## src/rtl/trace_pkg.sv

```systemverilog
// Shared types for the execution trace capture block: FSM state encoding,
// the captured sample record, and a few width helpers.
package trace_pkg;

    // Capture session states; values are visible on state_o
    localparam logic [1:0] ENC_IDLE    = 2'd0;
    localparam logic [1:0] ENC_ARMED   = 2'd1;
    localparam logic [1:0] ENC_CAPTURE = 2'd2;
    localparam logic [1:0] ENC_DONE    = 2'd3;

    typedef enum logic [1:0] {
        ST_IDLE    = ENC_IDLE,
        ST_ARMED   = ENC_ARMED,
        ST_CAPTURE = ENC_CAPTURE,
        ST_DONE    = ENC_DONE
    } trace_state_t;

    // Field widths of one trace record
    localparam int PC_W   = 32;
    localparam int INST_W = 32;
    localparam int FLAG_W = 8;

    // One recorded processor sample (72 bits)
    typedef struct packed {
        logic [PC_W-1:0]   pc;
        logic [INST_W-1:0] inst;
        logic [FLAG_W-1:0] flag;
    } trace_entry_t;

    localparam int ENTRY_W = $bits(trace_entry_t);

    // Sample counter width; holds CAP_LEN up to 255
    localparam int SCNT_W = 8;

    // Occupancy counter width for a FIFO of the given depth (0..depth inclusive)
    function automatic int occ_width(input int depth);
        return $clog2(depth) + 1;
    endfunction

endpackage

```

## src/rtl/trace_fifo.sv

```systemverilog
// Circular buffer of trace records. Pointers wrap naturally at DEPTH (power
// of two). A pop on an empty buffer is ignored; a push on a full buffer is
// accepted only when a pop frees a slot in the same cycle. flush empties the
// buffer synchronously and wins over push and pop.
module trace_fifo
    import trace_pkg::*;
#(
    parameter int DEPTH = 16
) (
    input  logic                           clk,
    input  logic                           rst,
    input  logic                           flush,
    input  logic                           push,
    input  trace_entry_t                   din,
    input  logic                           pop,
    output trace_entry_t                   dout,
    output logic                           full,
    output logic                           empty,
    output logic [$clog2(DEPTH):0]         count
);

    localparam int AW = $clog2(DEPTH);
    localparam int CW = AW + 1;
    localparam logic [CW-1:0] FULL_CNT = CW'(DEPTH);

    logic [AW-1:0] wptr;
    logic [AW-1:0] rptr;
    trace_entry_t  mem [DEPTH];
    logic          pop_ok;
    logic          push_ok;

    assign empty   = (count == '0);
    assign full    = (count == FULL_CNT);
    assign pop_ok  = pop && !empty;
    assign push_ok = push && (!full || pop_ok);

    // Head is read straight from storage so out fields follow rptr immediately
    assign dout = mem[rptr];

    // Pointer and occupancy tracking
    always_ff @(posedge clk or negedge rst) begin
        if (!rst) begin
            wptr  <= '0;
            rptr  <= '0;
            count <= '0;
        end else if (flush) begin
            wptr  <= '0;
            rptr  <= '0;
            count <= '0;
        end else begin
            if (push_ok) wptr <= wptr + 1'b1;
            if (pop_ok)  rptr <= rptr + 1'b1;
            case ({push_ok, pop_ok})
                2'b10:   count <= count + 1'b1;
                2'b01:   count <= count - 1'b1;
                default: count <= count;
            endcase
        end
    end

    // Entry storage; contents survive reset, only the pointers are cleared
    always_ff @(posedge clk) begin
        if (push_ok && !flush) mem[wptr] <= din;
    end

endmodule

```

## src/rtl/exec_trace_capture.sv

```systemverilog
// Execution trace capture: records processor PC / instruction / ALU flag
// samples into a FIFO, either immediately on arm or starting from the first
// sample whose PC matches trig_pc, for CAP_LEN samples. Samples that find the
// FIFO full are dropped but still consume the capture budget, and raise a
// sticky overflow flag. The FIFO can be drained in any state.
module exec_trace_capture
    import trace_pkg::*;
#(
    parameter int DEPTH   = 16,
    parameter int CAP_LEN = 8
) (
    input  logic                      clk,
    input  logic                      rst,
    input  logic                      arm,
    input  logic                      clear,
    input  logic                      trig_en,
    input  logic [31:0]               trig_pc,
    input  logic                      smp_valid,
    input  logic [31:0]               pc_in,
    input  logic [31:0]               inst_in,
    input  logic [7:0]                flag_in,
    output logic                      out_valid,
    input  logic                      out_ready,
    output logic [31:0]               out_pc,
    output logic [31:0]               out_inst,
    output logic [7:0]                out_flag,
    output logic [1:0]                state_o,
    output logic [$clog2(DEPTH):0]    count,
    output logic                      overflow
);

    localparam logic [SCNT_W-1:0] CAP_LAST = SCNT_W'(CAP_LEN);

    logic [1:0]        rst_sync;
    logic              rst_i;
    trace_state_t      state;
    logic [SCNT_W-1:0] smp_cnt;
    logic [SCNT_W-1:0] cnt_next;
    logic              pc_hit;
    logic              rec;
    logic              pop;
    logic              drop;
    logic              full;
    logic              empty;
    trace_entry_t      smp;
    trace_entry_t      head;

    // Reset asserts immediately and releases two edges later, aligned to clk
    always_ff @(posedge clk or negedge rst) begin
        if (!rst) rst_sync <= 2'b00;
        else      rst_sync <= {rst_sync[0], 1'b1};
    end
    assign rst_i = rst_sync[1];

    assign pc_hit = smp_valid && (pc_in == trig_pc);
    assign smp    = '{pc: pc_in, inst: inst_in, flag: flag_in};

    // Decide whether this cycle's sample is part of the capture; clear vetoes it
    always_comb begin
        rec = 1'b0;
        if (!clear) begin
            case (state)
                ST_ARMED:   rec = pc_hit;
                ST_CAPTURE: rec = smp_valid;
                default:    rec = 1'b0;
            endcase
        end
    end

    // The trigger sample is entry 1; later samples extend the running count
    assign cnt_next = (state == ST_ARMED) ? SCNT_W'(1) : smp_cnt + 1'b1;

    assign out_valid = !empty;
    assign pop       = out_valid && out_ready && !clear;
    assign drop      = rec && full && !pop;

    trace_fifo #(
        .DEPTH (DEPTH)
    ) u_fifo (
        .clk   (clk),
        .rst   (rst_i),
        .flush (clear),
        .push  (rec),
        .din   (smp),
        .pop   (pop),
        .dout  (head),
        .full  (full),
        .empty (empty),
        .count (count)
    );

    assign out_pc   = head.pc;
    assign out_inst = head.inst;
    assign out_flag = head.flag;
    assign state_o  = state;

    // Session FSM, sample counter and sticky overflow
    always_ff @(posedge clk or negedge rst_i) begin
        if (!rst_i) begin
            state    <= ST_IDLE;
            smp_cnt  <= '0;
            overflow <= 1'b0;
        end else if (clear) begin
            state    <= ST_IDLE;
            smp_cnt  <= '0;
            overflow <= 1'b0;
        end else begin
            if (drop) overflow <= 1'b1;
            case (state)
                ST_IDLE: begin
                    if (arm) begin
                        state   <= trig_en ? ST_ARMED : ST_CAPTURE;
                        smp_cnt <= '0;
                    end
                end
                ST_ARMED, ST_CAPTURE: begin
                    if (rec) begin
                        smp_cnt <= cnt_next;
                        state   <= (cnt_next == CAP_LAST) ? ST_DONE : ST_CAPTURE;
                    end
                end
                default: state <= ST_DONE;
            endcase
        end
    end

endmodule

```

## config.mk

```make
export PLATFORM = sky130hd
export DESIGN_NAME = exec_trace_capture
export DESIGN_NICKNAME = d
export VERILOG_FILES = /design/src/rtl/trace_pkg.sv /design/src/rtl/trace_fifo.sv /design/src/rtl/exec_trace_capture.sv
export SDC_FILE = /design/constraint.sdc
export NUM_CORES = 1
export LEC_CHECK = 0
export CAP_MARGIN = 5
export CORE_MARGIN = 2
export CORE_UTILIZATION = 55
export CTS_BUF_LIST = sky130_fd_sc_hd__clkbuf_4 sky130_fd_sc_hd__clkbuf_8
export DETAILED_ROUTE_END_ITERATION = 7
export PLACE_DENSITY = 0.83
export SYNTH_ARGS = -nofsm -noshare
export SYNTH_HDL_FRONTEND = slang
export SYNTH_SLANG_ARGS = --single-unit
```

## constraint.sdc

```tcl
create_clock -name clk -period 3 [get_ports clk]
set_clock_uncertainty 0.15 [all_clocks]
set_input_delay 0.75 -clock clk [delete_from_list [all_inputs] [get_ports clk]]
set_output_delay 0.75 -clock clk [all_outputs]
set_load 0.1 [all_outputs]
```

## After elaboration in Yosys (flattened, before gate mapping)

Memory sizes are Yosys's and may differ from the RTL's.
Cells that the tools add are included.

- Add/subtract/negate cells: 5
- Eq/ne operators: 9
- Mux-type cells: 23
- Reductions and logical operators: 23

Operator list:

| operator | count |
|---|---|
| 32-bit equality test | 1 |
| 8-bit two-way mux | 4 |
| 4-bit two-way mux | 4 |
| 8-bit case mux with 2 select lines | 1 |
| 5-bit case mux with 2 select lines | 1 |
| 4-bit by 1-bit adder with 4-bit output (second input constant) | 2 |
| 8-bit by 1-bit adder with 8-bit output (second input constant) | 1 |
| 8-bit by 4-bit equality test with 1-bit output (second input constant) | 1 |
| 1-bit logical AND | 8 |
| 2-bit two-way mux | 4 |
| 1-bit two-way mux | 6 |
| 3-bit inequality test (second input constant) | 2 |
| 2-bit nonzero test | 3 |
| 3-bit nonzero test | 2 |
| 5-bit by 1-bit adder with 5-bit output (second input constant) | 1 |
| 5-bit equality test (second input constant) | 1 |
| 5-bit logical NOT | 1 |
| 5-bit two-way mux | 1 |
| 5-bit by 1-bit subtractor with 5-bit output (second input constant) | 1 |
| 2-bit by 1-bit equality test with 1-bit output (second input constant) | 2 |
| 2-bit equality test (second input constant) | 2 |
| 1-bit logical NOT | 4 |
| 2-bit case mux with 2 select lines | 1 |
| 3-bit AND reduction | 1 |
| other kinds (5) | 5 |

- Flip-flop bits (word level): 26
- Bits in writable memories: 1,152
- Bits of input ports: 111
- Memories kept: 1

Memory list:

| memory | depth | width | read ports | clocked after Yosys merged registers in | write ports | line | text |
|---|---|---|---|---|---|---|---|
| u_fifo.mem | 16 | 72 | 1 | 0 | 1 | trace_fifo.sv:28 | `trace_entry_t mem [DEPTH];` |

## Longest topological paths before layout

- Depth in word-level cells: 10
- Gate-level depth with buffers: 17

## Hierarchy

From an unflattened synthesis, not the netlist that was laid out.

- Cell total of the unflattened synthesis: 1,873
- Area total of the unflattened synthesis: 45,433.6 sq um

Modules (own cells, without submodules):

| module | times used | cells an instance | area each (sq um) | seq. area each (sq um) |
|---|---|---|---|---|
| trace_fifo | 1 | 1,705 | 44,036.0 | 34,918.5 |
| exec_trace_capture | 1 | 168 | 1,397.6 | 325.3 |

## Least setup slack after synthesis

Ideal clock, no wire load.

- Path kind: flip-flop to flip-flop
- Start point: register state[0], in the netlist state_o[0]
- End point: memory u_fifo.mem[3][0] (netlist name) (enable)
- Library setup time: 0.679 ns
- Arrival time: 9.236 ns
- Required time: 2.171 ns
- Setup slack: -7.065 ns
- Cell stages (with the launch flop): 10
- Clock period less this slack: 10.065 ns
- Cell sequence: dfrtp_1 inv_1 ha_1 buf_2 nand3_1 nor3_1 and3_4 o21ai_2 buf_2 nor4_1

- Cells in the longest elaborated chain, start to end: 7
- Elaborated cells on any way between the ends: 8
- Classes of those cells: eq/ne (2); mux (4); reduce/logical (2)

Ends and longest elaborated chain:

| element | line | text |
|---|---|---|
| start: declaration | exec_trace_capture.sv:36 | `trace_state_t state;` |
| start signal: assignment | exec_trace_capture.sv:112 | `state <= trig_en ? ST_ARMED : ST_CAPTURE;` |
| start signal: assignment | exec_trace_capture.sv:119 | `state <= (cnt_next == CAP_LAST) ? ST_DONE : ST_CAPTURE;` |
| 2-bit equality test / 2-bit by 1-bit equality test with 1-bit output (equally long branches) | exec_trace_capture.sv:62 | `case (state)` |
| 1-bit case mux with 2 select lines * | exec_trace_capture.sv:62 |  |
| 1-bit two-way mux * | exec_trace_capture.sv:61 | `if (!clear) begin` |
| 1-bit logical AND * | trace_fifo.sv:35 | `assign push_ok = push && (!full \|\| pop_ok);` |
| 1-bit logical AND * | trace_fifo.sv:63 | `if (push_ok && !flush) mem[wptr] <= din;` |
| 1-bit two-way mux * | trace_fifo.sv:63 |  |
| 1-bit two-way mux (implied by the code) * | trace_fifo.sv:63 |  |
| end: declaration | trace_fifo.sv:28 |  |

Every way passes the cells marked *; elsewhere a longest branch is shown, timed or not.

## Final worst setup path

- Start point: register u_fifo.rptr[0]
- End point: output port out_pc[23]

- Cells in the longest elaborated chain, start to end: 1

Ends and longest elaborated chain:

| element | line | text |
|---|---|---|
| start: declaration | trace_fifo.sv:27 | `logic [AW-1:0] rptr;` |
| start signal: assignment | trace_fifo.sv:52 | `if (pop_ok) rptr <= rptr + 1'b1;` |
| memory 16 x 72 bit | - |  |
| end: declaration | exec_trace_capture.sv:24 | `output logic [31:0] out_pc,` |

Every way passes these cells.

==> run metrics <==
data arrival time at the worst-slack endpoint=3100 ps; Overall Power=0.0459 W; internal power summed over all cells=0.0313 W; number of sinks handled by clock tree synthesis=1178; count of standard-cell rows=106; Die Footprint=86100 µm²; worst-case headroom to the max-slew limit=0.266; vias per cell=6.68; net switching fraction of the power=0.319; maximum single-stage delay on the critical path=510 ps; wire per inst=31.9 µm; outcome=finished, violations left; largest vdd supply drop=0.000933 V; initial DRC count=4307; global-route wire length before repair=183 mm; core outline area=83300 µm²; fraction of final layout cells with drive strength greater than 1=0.384; area growth from synthesis to final layout=27.5%; Net count, final=3070; Final Routed Wirelength=133 mm; fraction of synthesis flops using an asynchronous set or reset pin=0.0221; slowest stage cell on the critical path=dfrtp_4; warning count from the yosys run=0; Distinct cells, synth=60; launching element type of the critical path=flip-flop; setup ws final=-999 ps; number of maximum-capacitance constraint violations=0; failing checks=negative setup slack; mean area per synthesized cell=19.2 µm²; data required time at the worst endpoint=2100 ps; Final Hold Viols=0; Mapped Area=46100 µm²; category of cells accounting for the largest share of critical-path delay=buffers and inverters; clock network fraction of total power=0.290; Die W=293 µm; sum of overflow across all layers after global routing=0; HPWL after detailed placement=69.3 mm; CTS max path bufs=3; overall die height=293 µm; leak pwr=19.3 nW; Seq cells post-synth=1178; number of DRC violations after detailed routing=0; clock tree from TritonCTS=yes; initial antenna violation count=5; initial cell density of the core=0.553; DR pass1 iterations=5; HP Class=flip-flop to flip-flop; number of synthesized flops with an enable pin=1152; crit end category=primary output; number of buffer cells added on primary ports=191; number of placed I/O pins=192; synthesized instance count=2394; upper clock frequency limit=0.250 GHz; critical path fanouts, max=12; count of nets left with antenna violations after detail routing=0; global placer's final weighted congestion=0.883; net load switching power=0.0147 W; clock latency of the later-clocked register in the worst-skew pair=840 ps; most common cell type on the critical path=buf_12; final setup violation count=74; post-route clock period utilization=1.33; top-area cell type share of the netlist area=0.751; via count of the first global-routing pass=28300; RSZ-0062 raised after global routing=yes; list of cells traversed by the critical path=buf_12, buf_4, mux2_2, o21ai_0, a21oi_1, a22oi_2, nand2_2, buf_12; Worst-Margin Slew=1100 ps; Most used DFF post-synth=edfxtp_1; total nets after synthesis=2519; critical setup path kind=flip-flop to primary output; minimum clock period=4000 ps; clock-pin slew on the worst setup and hold paths=60 ps; Final Max Slew Viols=0; portion of total power attributed to sequential cells=0.398; post-route cell area=58700 µm²; Placement Cell Area=52800 µm²; count of vias placed by the detailed router=27900; cell at the root of the clock tree=clkbuf_8; post-placement setup slack=-1380 ps; library cell with the largest summed area after synthesis=edfxtp_1; TritonCTS Buffers=180; GRT Total Usage=0.292; htree depth=4; largest cells by area after synthesis=edfxtp_1 75%, mux4_2 7.0%, mux2i_1 4.7%; areal power density over the cells=783 nW/µm²; Logic pwr share=0.312; Worst Path Buf+Inv=3; sequential fraction of the synthesis area=0.765; largest net degree at the start of global routing=74
-- metrics by stage --
step | utilization | TNS (ps) | hold slack (ps) | std cells
after floorplan | - | -1220430 | 157 | 2394
after global placement | 0.634 | -1121210 | 190 | 3772
after detailed placement | 0.634 | -1155550 | 189 | 3772
after CTS | 0.692 | -58690 | 191 | 4130
after global routing | 0.705 | -64510 | 205 | 4171
final | 0.705 | -59170 | 193 | 4174
-- path summary, 6_finish.rpt --
path / start / cells after the start / to / slack (ps)
max: u_fifo.rptr[0]$_DFFE_PN0P_ / 8 / out_pc[23] / -1000
min in group asynchronous: rst_sync[1]$_DFF_PN0_ / 0 / smp_cnt[5]$_DFFE_PN0P_ / 310
max reg2reg: state_o[0]$_DFFE_PN0P_ / 17 / u_fifo.count[4]$_DFFE_PN0P_ / 20
min reg2reg: rst_sync[0]$_DFF_PN0_ / 0 / rst_sync[1]$_DFF_PN0_ / 190
min: rst_sync[0]$_DFF_PN0_ / 0 / rst_sync[1]$_DFF_PN0_ / 190
max in group asynchronous: rst_sync[1]$_DFF_PN0_ / 0 / u_fifo.rptr[1]$_DFFE_PN0P_ / 1570
-- cell usage in the layout (no fill, tap or decap), types with 7 or more instances in the layout --
master           netlist  routed
clkbuf_8               0     184
a221oi_2               0      51
clkbuf_4               0      56
clkinv_2               0      23
nand2_1               91      18
o21ai_0              133      29
nand3_1               16      13
mux2_4                 0       7
a21oi_2                0      15
dlymetal6s2s_1         0      19
dfrtp_1               26      15
clkinv_1               0      44
xnor2_2                0      13
mux2i_1              217     212
clkdlybuf4s50_1        0      58
o21ai_2                1      29
a221oi_1              72      16
dlygate4sd2_1          0      31
nor2_1                22      15
buf_6                  0      14
nor2_4                 0       7
buf_12                 0     165
mux2_2                72      65
ha_1                  13       9
nand2_2                0      70
buf_16                 0      16
buf_4                  3     177
xnor2_1               36      13
a22oi_2                0      42
edfxtp_1            1152    1152
nor3_4                 0      10
xnor2_4                0      10
mux4_2               144     144
a22oi_1               72      30
o21ai_1               18      94
a21oi_1               84      69
nand4_1                7       7
-- power by group through the flow --
stage	Combinational (W)	Sequential [W]	Clock [W]
after floorplan	0.00788	0.0188	0
after global placement	0.0120	0.0186	0
after detailed placement	0.0122	0.0186	0
after CTS	0.0134	0.0183	0.0131
after global routing	0.0148	0.0183	0.0140
final	0.0143	0.0183	0.0133
-- timing repair --
action / 4_1_cts / 5_1_grt
hold buffers: 1 / 0
setup buffers: 21 / 34
pin swaps: 56 / 58
endpoints found under the hold margin: 2 / 0
cloned: 10 / 6
gates resized for setup: 249 / 180
endpoints found under the setup margin: 1134 / 600
-- routing by layer --
metal / wire length (µm) / share of wire / global-route usage
met4: 7280 / 0.055 / 0.148
met2: 65600 / 0.49 / 0.468
met1: 44900 / 0.34 / 0.379
met5: 27 / 0.00020 / 0
met3: 15500 / 0.12 / 0.0643
-- cells by family (layout without fill, tap and decap cells) --
logic type | count (synthesis) | count (layout) | share of synthesized area
DFF | 1178 | 1178 | 0.765
muxes | 434 | 434 | 0.135
AOI/OAI and AO/OA | 404 | 404 | 0.0555
and+or+nand+nor | 188 | 189 | 0.0195
buffers and inverters | 136 | 830 | 0.0127
xor gates and xnor gates | 39 | 39 | 0.00742
adders and majority gates | 14 | 14 | 0.00397
other | 1 | 6 | 0.0000814
-- registers in the layout (all words and copies together), names as in the netlist --
register	count
u_fifo.mem	1152
smp_cnt	8
u_fifo.count	5
u_fifo.rptr	4
u_fifo.wptr	4
rst_sync	2
state_o	2
overflow	1
-- layout make-up --
type                            count  area, µm²
Timing Repair Buffer              495       6650
Fill cell                        4407      24600
Inverter                            9       38.8
Multi-Input combinational cell   1081      11900
Antenna cell                        5       12.5
Clock inverter                     86        551
Tap cell                         1080       1350
Sequential cell                  1178      35300
Clock buffer                      240       2950
-- synthesized netlist by cell type, types with 16 or more instances --
cell      instances
buf_2            50
nand2_1          91
mux4_2          144
o21ai_1          18
xnor2_1          36
edfxtp_1       1152
a22oi_1          72
nor2_1           22
a21oi_1          84
a221oi_1         72
dfrtp_1          26
o21ai_0         133
nand3_1          16
clkbuf_1         69
mux2i_1         217
mux2_2           72
Note: power is estimated with default switching activity, not from simulation.
